[src/rtl/regs_wr_arbiter_if.sv]
// Write-port bus between the requesters and the register-file write arbiter.
// master: requester side (drives hold/vld/addr*/data*, observes grant and write triple)
// slave : arbiter side   (observes requests, drives rdy, WE/Addr_W/Di, inflight, last_gnt)
interface regs_wr_arbiter_if #(
    parameter int unsigned DW   = 32,
    parameter int unsigned AW   = 3,
    parameter int unsigned NREQ = 3
);
    localparam int unsigned NREG = 1 << AW;

    logic                hold;
    logic [NREQ-1:0]     vld;
    logic [AW-1:0]       addr0;
    logic [AW-1:0]       addr1;
    logic [AW-1:0]       addr2;
    logic [DW-1:0]       data0;
    logic [DW-1:0]       data1;
    logic [DW-1:0]       data2;
    logic [NREQ-1:0]     rdy;
    logic                WE;
    logic [AW-1:0]       Addr_W;
    logic [DW-1:0]       Di;
    logic [NREG-1:0]     inflight;
    logic [1:0]          last_gnt;

    modport master (
        output hold, vld, addr0, addr1, addr2, data0, data1, data2,
        input  rdy, WE, Addr_W, Di, inflight, last_gnt
    );

    modport slave (
        input  hold, vld, addr0, addr1, addr2, data0, data1, data2,
        output rdy, WE, Addr_W, Di, inflight, last_gnt
    );
endinterface

[src/rtl/regs_wr_arbiter.sv]
// Round-robin arbiter for the single write port of the 8 x 32 register file.
// Ports:
//   clk  - system clock, rising edge
//   cr   - asynchronous active-low reset
//   bus  - slave side of regs_wr_arbiter_if: requests in, combinational rdy out,
//          registered WE/Addr_W/Di triple, inflight one-hot mask, last_gnt index
module regs_wr_arbiter #(
    parameter int unsigned DW   = 32,
    parameter int unsigned AW   = 3,
    parameter int unsigned NREQ = 3
) (
    input  logic             clk,
    input  logic             cr,
    regs_wr_arbiter_if.slave bus
);
    localparam int unsigned NREG = 1 << AW;
    localparam int unsigned PW   = 2;

    logic [PW-1:0]   ptr;
    logic [PW-1:0]   ptr_nxt;
    logic            xfer;
    logic [PW-1:0]   gnt_idx;
    logic [PW-1:0]   cand;
    logic [NREQ-1:0] rdy_c;
    logic [AW-1:0]   sel_addr;
    logic [DW-1:0]   sel_data;

    logic            we_q;
    logic            we_nxt;
    logic [AW-1:0]   addr_q;
    logic [AW-1:0]   addr_nxt;
    logic [DW-1:0]   data_q;
    logic [DW-1:0]   data_nxt;
    logic [NREG-1:0] infl_q;
    logic [NREG-1:0] infl_nxt;
    logic [PW-1:0]   last_q;
    logic [PW-1:0]   last_nxt;

    // Grant: first valid requester scanning from ptr upward (mod NREQ); rdy is
    // forced low during reset so nothing is accepted that would then be lost.
    always_comb begin
        xfer    = 1'b0;
        gnt_idx = '0;
        cand    = '0;
        rdy_c   = '0;
        if (cr && !bus.hold) begin
            for (int unsigned k = 0; k < NREQ; k++) begin
                cand = PW'((32'(ptr) + k) % NREQ);
                if (!xfer && bus.vld[cand]) begin
                    xfer        = 1'b1;
                    gnt_idx     = cand;
                    rdy_c[cand] = 1'b1;
                end
            end
        end
    end

    // Payload mux for the granted requester.
    always_comb begin
        sel_addr = bus.addr0;
        sel_data = bus.data0;
        case (gnt_idx)
            2'd1: begin
                sel_addr = bus.addr1;
                sel_data = bus.data1;
            end
            2'd2: begin
                sel_addr = bus.addr2;
                sel_data = bus.data2;
            end
            default: ;
        endcase
    end

    // Next state: a transfer loads the write triple and advances ptr past the winner.
    always_comb begin
        ptr_nxt  = ptr;
        we_nxt   = 1'b0;
        addr_nxt = addr_q;
        data_nxt = data_q;
        infl_nxt = '0;
        last_nxt = last_q;
        if (xfer) begin
            ptr_nxt  = (gnt_idx == PW'(NREQ - 1)) ? '0 : gnt_idx + PW'(1);
            we_nxt   = 1'b1;
            addr_nxt = sel_addr;
            data_nxt = sel_data;
            infl_nxt = NREG'(1) << sel_addr;
            last_nxt = gnt_idx;
        end
    end

    // State registers; reset aborts any write accepted in the current cycle.
    always_ff @(posedge clk or negedge cr) begin
        if (!cr) begin
            ptr    <= '0;
            we_q   <= 1'b0;
            addr_q <= '0;
            data_q <= '0;
            infl_q <= '0;
            last_q <= 2'd3;
        end else begin
            ptr    <= ptr_nxt;
            we_q   <= we_nxt;
            addr_q <= addr_nxt;
            data_q <= data_nxt;
            infl_q <= infl_nxt;
            last_q <= last_nxt;
        end
    end

    assign bus.rdy      = rdy_c;
    assign bus.WE       = we_q;
    assign bus.Addr_W   = addr_q;
    assign bus.Di       = data_q;
    assign bus.inflight = infl_q;
    assign bus.last_gnt = last_q;
endmodule
[src/flat_wrapper.sv]
// flat-port wrapper written by rule: the top's interface ports become plain ports
module regs_wr_arbiter_flat 
#(
    parameter int unsigned DW   = 32,
    parameter int unsigned AW   = 3,
    parameter int unsigned NREQ = 3
)
  (clk, cr, bus_hold, bus_vld, bus_addr0, bus_addr1, bus_addr2, bus_data0, bus_data1, bus_data2, bus_rdy, bus_WE, bus_Addr_W, bus_Di, bus_inflight, bus_last_gnt);
  regs_wr_arbiter_if #(.DW(DW), .AW(AW), .NREQ(NREQ)) bus_i ();
  input  logic clk;
  input  logic cr;
  input wire logic [$bits(bus_i.hold)-1:0] bus_hold;
  input wire logic [$bits(bus_i.vld)-1:0] bus_vld;
  input wire logic [$bits(bus_i.addr0)-1:0] bus_addr0;
  input wire logic [$bits(bus_i.addr1)-1:0] bus_addr1;
  input wire logic [$bits(bus_i.addr2)-1:0] bus_addr2;
  input wire logic [$bits(bus_i.data0)-1:0] bus_data0;
  input wire logic [$bits(bus_i.data1)-1:0] bus_data1;
  input wire logic [$bits(bus_i.data2)-1:0] bus_data2;
  output wire logic [$bits(bus_i.rdy)-1:0] bus_rdy;
  output wire logic [$bits(bus_i.WE)-1:0] bus_WE;
  output wire logic [$bits(bus_i.Addr_W)-1:0] bus_Addr_W;
  output wire logic [$bits(bus_i.Di)-1:0] bus_Di;
  output wire logic [$bits(bus_i.inflight)-1:0] bus_inflight;
  output wire logic [$bits(bus_i.last_gnt)-1:0] bus_last_gnt;
  assign bus_i.hold = bus_hold;
  assign bus_i.vld = bus_vld;
  assign bus_i.addr0 = bus_addr0;
  assign bus_i.addr1 = bus_addr1;
  assign bus_i.addr2 = bus_addr2;
  assign bus_i.data0 = bus_data0;
  assign bus_i.data1 = bus_data1;
  assign bus_i.data2 = bus_data2;
  assign bus_rdy = bus_i.rdy;
  assign bus_WE = bus_i.WE;
  assign bus_Addr_W = bus_i.Addr_W;
  assign bus_Di = bus_i.Di;
  assign bus_inflight = bus_i.inflight;
  assign bus_last_gnt = bus_i.last_gnt;
  regs_wr_arbiter #(.DW(DW), .AW(AW), .NREQ(NREQ)) u_core (.clk(clk), .cr(cr), .bus(bus_i));
endmodule
[config.mk]
export PLATFORM = sky130hd
export DESIGN_NAME = regs_wr_arbiter_flat
export DESIGN_NICKNAME = d
export VERILOG_FILES = /design/src/rtl/regs_wr_arbiter_if.sv /design/src/rtl/regs_wr_arbiter.sv /design/src/flat_wrapper.sv
export SDC_FILE = /design/constraint.sdc
export NUM_CORES = 1
export LEC_CHECK = 0
export CAP_MARGIN = 20
export CORE_AREA = 2 2 89 91
export DETAILED_ROUTE_END_ITERATION = 8
export DIE_AREA = 0 0 91 93
export PLACE_DENSITY_LB_ADDON = 0.12
export SKIP_CTS_REPAIR_TIMING = 1
export SLEW_MARGIN = 20
export SYNTH_ARGS = -nofsm -noshare
export SYNTH_HDL_FRONTEND = slang
export SYNTH_SLANG_ARGS = --single-unit
[constraint.sdc]
create_clock -name clk -period 3.74 [get_ports clk]
set_clock_uncertainty 0.2 [all_clocks]
set_input_delay 0.748 -clock clk [delete_from_list [all_inputs] [get_ports clk]]
set_output_delay 0.748 -clock clk [all_outputs]
set_load 0.02 [all_outputs]
## Yosys cells after proc, flatten, opt, wreduce, memory -nomap -nowiden

Cells that the tools add are included.

| storage, ports and cells | value |
|---|---|
| bits in latches | 0 |
| logic and storage cells | 65 |
| memories | 0 |
| memory bits (writable) | 0 |
| bits in read-only memories | 0 |
| register bits | 48 |

| operators by class | value |
|---|---|
| multiplexer cells | 33 |
| order comparisons | 6 |
| multipliers | 0 |
| divide/modulo/power cells | 3 |
| shifts and indexed selects | 1 |
| eq/ne operators | 2 |
| bitwise gates (word level) | 2 |
| add/subtract/negate cells | 3 |
| reductions and logical operators | 9 |

Operators with widths:

| operator | count |
|---|---|
| 32-bit by 2-bit remainder unit with 32-bit output, second input constant | 2 |
| 32-bit one-hot mux with 2 select lines | 1 |
| 2-bit by 2-bit remainder unit with 32-bit output, second input constant | 1 |
| 3-bit 2-to-1 mux | 6 |
| 1-bit 2-to-1 mux | 13 |
| 2-bit 2-to-1 mux | 5 |
| 2-bit by 3-bit < comparator with 1-bit output, second input constant | 3 |
| 8-bit 2-to-1 mux | 1 |
| 1-bit by 3-bit << shifter with 8-bit output, first input constant | 1 |
| 1-bit binary-select mux with 2-bit select | 3 |
| 1-bit demux with 2-bit select | 3 |
| 2-bit by 1-bit >= comparator with 1-bit output, second input constant | 3 |
| 1-bit logical AND | 6 |
| 3-bit OR | 2 |
| 3-bit one-hot mux with 2 select lines | 1 |
| 2-bit by 1-bit adder with 3-bit output, second input constant | 1 |
| 2-bit by 2-bit adder with 3-bit output, second input constant | 1 |
| 1-bit logical NOT | 3 |
| 2-bit by 1-bit adder with 2-bit output, second input constant | 1 |
| 2-bit by 1-bit equality test with 1-bit output, second input constant | 1 |
| 2-bit equality test, second input constant | 1 |

## Logic depth before layout (Yosys ltp)

Gate-level depths: netlist (run 1).

| depth | value |
|---|---|
| depth in word-level cells | 17 |
| gate-level depth with buffers | 15 |

## Worst setup path after synthesis (run 1)

Ideal clock, no wire load.

| path | value |
|---|---|
| kind | reg-to-reg |
| from | register u_core.ptr[0] |
| to | register u_core.data_q[17] (netlist: u_core.bus.Di[17]) |
| slack | 0.578 ns |
| buffers on the path | 4 |
| cell stages (with the launch flop) | 14 |
| required time | 3.415 ns |
| library setup time | 0.125 ns |
| arrival time | 2.837 ns |
| path through | dfrtp_1 -> inv_1 -> ha_1 -> clkbuf_1 -> a21oi_1 -> nor2_1 -> o2111a_1 -> inv_1 -> ha_1 -> clkbuf_1 -> buf_2 -> clkbuf_1 -> o21ai_0 -> mux2_4 |

| on the way | value |
|---|---|
| cells in the longest elaborated chain, start to end | 15 |

Ends and longest elaborated chain:

| item | line | source |
|---|---|---|
| start, declared | regs_wr_arbiter.sv:19 | `logic [PW-1:0] ptr;` |
| start signal, assigned | regs_wr_arbiter.sv:103 | `ptr <= ptr_nxt;` |
| branches (longest 11 deep; another with 32-bit by 2-bit remainder unit with 32-bit output) | -- |  |
| 2-bit 2-to-1 mux * | regs_wr_arbiter.sv:49 | `if (!xfer && bus.vld[cand]) begin` |
| 2-bit 2-to-1 mux * | regs_wr_arbiter.sv:46 | `if (cr && !bus.hold) begin` |
| via u_core.gnt_idx[1] | regs_wr_arbiter.sv:22 | `logic [PW-1:0] gnt_idx;` |
| 2-bit equality test / 2-bit by 1-bit equality test with 1-bit output (equally long branches) | regs_wr_arbiter.sv:62 | `case (gnt_idx)` |
| 32-bit one-hot mux with 2 select lines * | regs_wr_arbiter.sv:62 |  |
| end signal, assigned | regs_wr_arbiter.sv:106 | `data_q <= data_nxt;` |
| end, declared | regs_wr_arbiter.sv:32 | `logic [DW-1:0] data_q;` |

Mark *: on every way through the listed nets, which the timed path passes. The select of a mux whose other input is x is not followed.
A chain may end at the register's enable or synchronous reset.

## Worst setup path after layout (run 1)

| path | value |
|---|---|
| from | input bus_vld[1] |
| to | output bus_rdy[1] |

| on the way | value |
|---|---|
| cells in the longest elaborated chain, start to end | 12 |

Ends and longest elaborated chain:

| item | line | source |
|---|---|---|
| start, declared | flat_wrapper.sv:13 | `input wire logic [$bits(bus_i.vld)-1:0] bus_vld;` |
| 1-bit binary-select mux with 2-bit select | regs_wr_arbiter.sv:49 |  |
| 1-bit 2-to-1 mux (implied by the code) | regs_wr_arbiter.sv:49 |  |
| 1-bit 2-to-1 mux | regs_wr_arbiter.sv:49 |  |
| 1-bit 2-to-1 mux | regs_wr_arbiter.sv:46 |  |
| 1-bit logical NOT | regs_wr_arbiter.sv:49 |  |
| 1-bit logical AND | regs_wr_arbiter.sv:49 |  |
| 1-bit 2-to-1 mux | regs_wr_arbiter.sv:49 |  |
| 1-bit 2-to-1 mux | regs_wr_arbiter.sv:46 |  |
| 1-bit logical NOT | regs_wr_arbiter.sv:49 |  |
| 1-bit logical AND | regs_wr_arbiter.sv:49 |  |
| 3-bit 2-to-1 mux * | regs_wr_arbiter.sv:49 |  |
| 3-bit 2-to-1 mux * | regs_wr_arbiter.sv:46 |  |
| end, declared | flat_wrapper.sv:20 | `output wire logic [$bits(bus_i.rdy)-1:0] bus_rdy;` |

Every way passes the cells marked *; elsewhere a longest branch is shown, timed or not. The select of a mux whose other input is x is not followed.

==> results of run 1 <==
metal layers:
layer	routed length (um)	global-route usage, %	up-vias
li1	-	-	1352
met1	3390	23.3	1281
met2	4020	33.0	111
met3	654	5.64	8
met4	97	3.79	0
met5	0	0	-
worst max-delay path, stage by stage:
cell and delay (ns):
clkdlybuf4s50_1 0.51, nor2_1 0.20, a32oi_1 0.13, o21ai_0 0.25, a22oi_1 0.11, nor2_1 0.10, clkdlybuf4s50_1 0.60
worst min-delay path by stage:
stage / startpoint / to / slack (ns) / cells past startpoint
2_1_floorplan: cr / u_core.bus.Addr_W[0]$_DFFE_PN0P_ / 0.25 / 0
3_3_place_gp: u_core.bus.Di[14]$_DFFE_PN0P_ / u_core.bus.Di[14]$_DFFE_PN0P_ / 0.29 / 1
3_5_place_dp: u_core.bus.Di[13]$_DFFE_PN0P_ / u_core.bus.Di[13]$_DFFE_PN0P_ / 0.29 / 1
4_1_cts: cr / u_core.bus.Addr_W[2]$_DFFE_PN0P_ / 0.26 / 2
5_1_grt: cr / u_core.ptr[0]$_DFFE_PN0P_ / 0.27 / 2
6_report: cr / u_core.bus.Addr_W[2]$_DFFE_PN0P_ / 0.26 / 2
logic make-up after synthesis:
group	count (synthesis)	share of synthesized area, %
buffers and inverters	32	5.46
adders and majority gates	8	3.39
AOI/OAI and AO/OA	93	20.7
DFF	48	40.7
muxes	37	18.8
and+or+nand+nor	76	10.9
per-stage QoR:
stage          utilization [%]  area [sq um]  cells  power, uW  worst slack (ns)
6_report                  63.9          4810    551       2450             0.141
2_1_floorplan                -          2960    294       1410             0.578
3_5_place_dp              61.8          4650    543       1950            0.0774
3_3_place_gp              61.8          4650    543       1940            0.0983
4_1_cts                   63.9          4810    551       2470            0.0629
5_1_grt                   63.9          4810    551       2580           0.00606
flip-flops by register name, indices dropped and copies added, names as in the netlist:
name / flops
u_core.bus.last_gnt: 2
u_core.bus.inflight: 8
u_core.bus.WE: 1
u_core.ptr: 2
u_core.bus.Di: 32
u_core.bus.Addr_W: 3
synth_stat cells, types with 5 or more instances:
cell	instances
a21oi_1	5
a22oi_1	37
buf_6	5
clkbuf_1	17
dfrtp_1	46
ha_1	8
inv_1	7
mux2_4	37
nand2_1	45
nor2_1	16
nor2b_1	5
o21ai_0	37
power breakdown:
part	switching (uW)	internal, uW
Clock	170	334
Combinational	517	650
Sequential	96.6	679
Total	783	1660
layout make-up:
cell class	instances	share of cell area, %
clock buffer	5	1.43
clock inverter	3	1.87
inverter	7	0.546
multi-input combinational	214	33.2
sequential	48	25.0
tap	102	2.65
timing repair buffer	172	35.3
==> flow_summary.toml, run 1 <==
[power]
leakagePower_uw = 0.00211
power.density_nw_per_um2 = 508
peakVddDrop_mv = 0.218

[global_route]
antenna_found_initial = 0
grt_max_degree = 41
gr-usage-all-layers_pct = 18.9
grt_pass1_wl_mm = 12.9
gr-total-overflow = 0
grt_pass1_vias = 2657

[timing]
holdWs_ns = 0.260
hold_violations = 0
worstMarginPinSlew_ns = 0.487
rsz0062_at_grt = "false"
drv_slew = 0
period_needed_ns = 3.60
min_period_over_period_pct = 96.2
fmax_mhz = 278
finalSetupViolCount = 0
fin_tns_setup_ns = 0
maxSlewHeadroom_pct = 67.6

[clock_network]
path_clk_slew_ns = 0.08
clockBufferDepth = 2
cts_sinks = 48
cts_max_level = 2
cts_root_buf = "clkbuf_8"
clock_latency_ns = 0.29
numCtsBuffers = 5
cts_tree = "built"

[layout]
layout_common_cells = "clkdlybuf4s50_1, dfrtp_1, nand2_1"
area_delta_synth_final_pct = 62.8
drive_gt1_share_pct = 14.7
fillers = 658
multi_input_area_sq_um = 1600
mostFrequentLayoutCell = "clkdlybuf4s50_1"
seq_area_sq_um = 1200
n_antenna_cell = 0
num-nets-final = 567

[logic_synthesis]
synth_enable_flop_cells = 0
ys_types = 31
syn_area_sq_um = 2960
yosysWarnings = 0
yosysTopAreaCellShare_pct = 38.9
async_reset_ff_share_pct = 100
synth_seq_cells = 48
synth_flop_cell = "dfrtp_1"
synth_area_leaders = "dfrtp_1, mux2_4, a22oi_1, o21ai_0, nand2_1"
ys_seq_area_share_pct = 40.7
syn_nets = 413
syn_area_per_cell_sq_um = 10.1
netlist_instances = 294
synth_top_area_cell = "dfrtp_1"

[placement]
gp_congestion = 0.825
dp_hpwl_mm = 6.31
port_buffers = 159

[critical_path]
cp_max_fo = 6
crit_arrival_ns = 2.65
reg2reg_to = "u_core.bus.inflight[7]$_DFF_PN0_"
critPathKind = "input pin to output port"
rrSetupSlack_ns = 0.71
reg2reg_from = "u_core.ptr[0]$_DFFE_PN0P_"
r2r_cells = 13
endpoint = "bus_rdy[1]"
endpoint_kind = "output port"
worstPathRequired_ns = 2.79
startpoint = "bus_vld[1]"
cp-start-kind = "input pin"

[drt]
num_vias = 2752
ant_nets = 0
via_per_inst = 4.99
drt_iter0_markers = 67
drt_wl_total_mm = 8.15
drc = 0
drt-wirelength-per-cell_um = 14.8
first_pass_iters = 4

[floorplanning]
start_util_pct = 39.3
die_area_sq_um = 8460
pin_count = 160
die_w_um = 91
core-area_sq_um = 7530
die-height_um = 93
rows = 32

[worst_hold_path]
hold_class = "input pin to async pin"

[job]
cap_viol_max_count = 0

[run_status]
status = "finished, final reports clean"
Note: power is estimated with default switching activity, not from simulation.
==> run 2: changes to the inputs <==
- CAP_MARGIN: 20 -> not set
==> results of run 2 <==
Same layout as run 1: the final DEF is identical, and so are final timing and power.
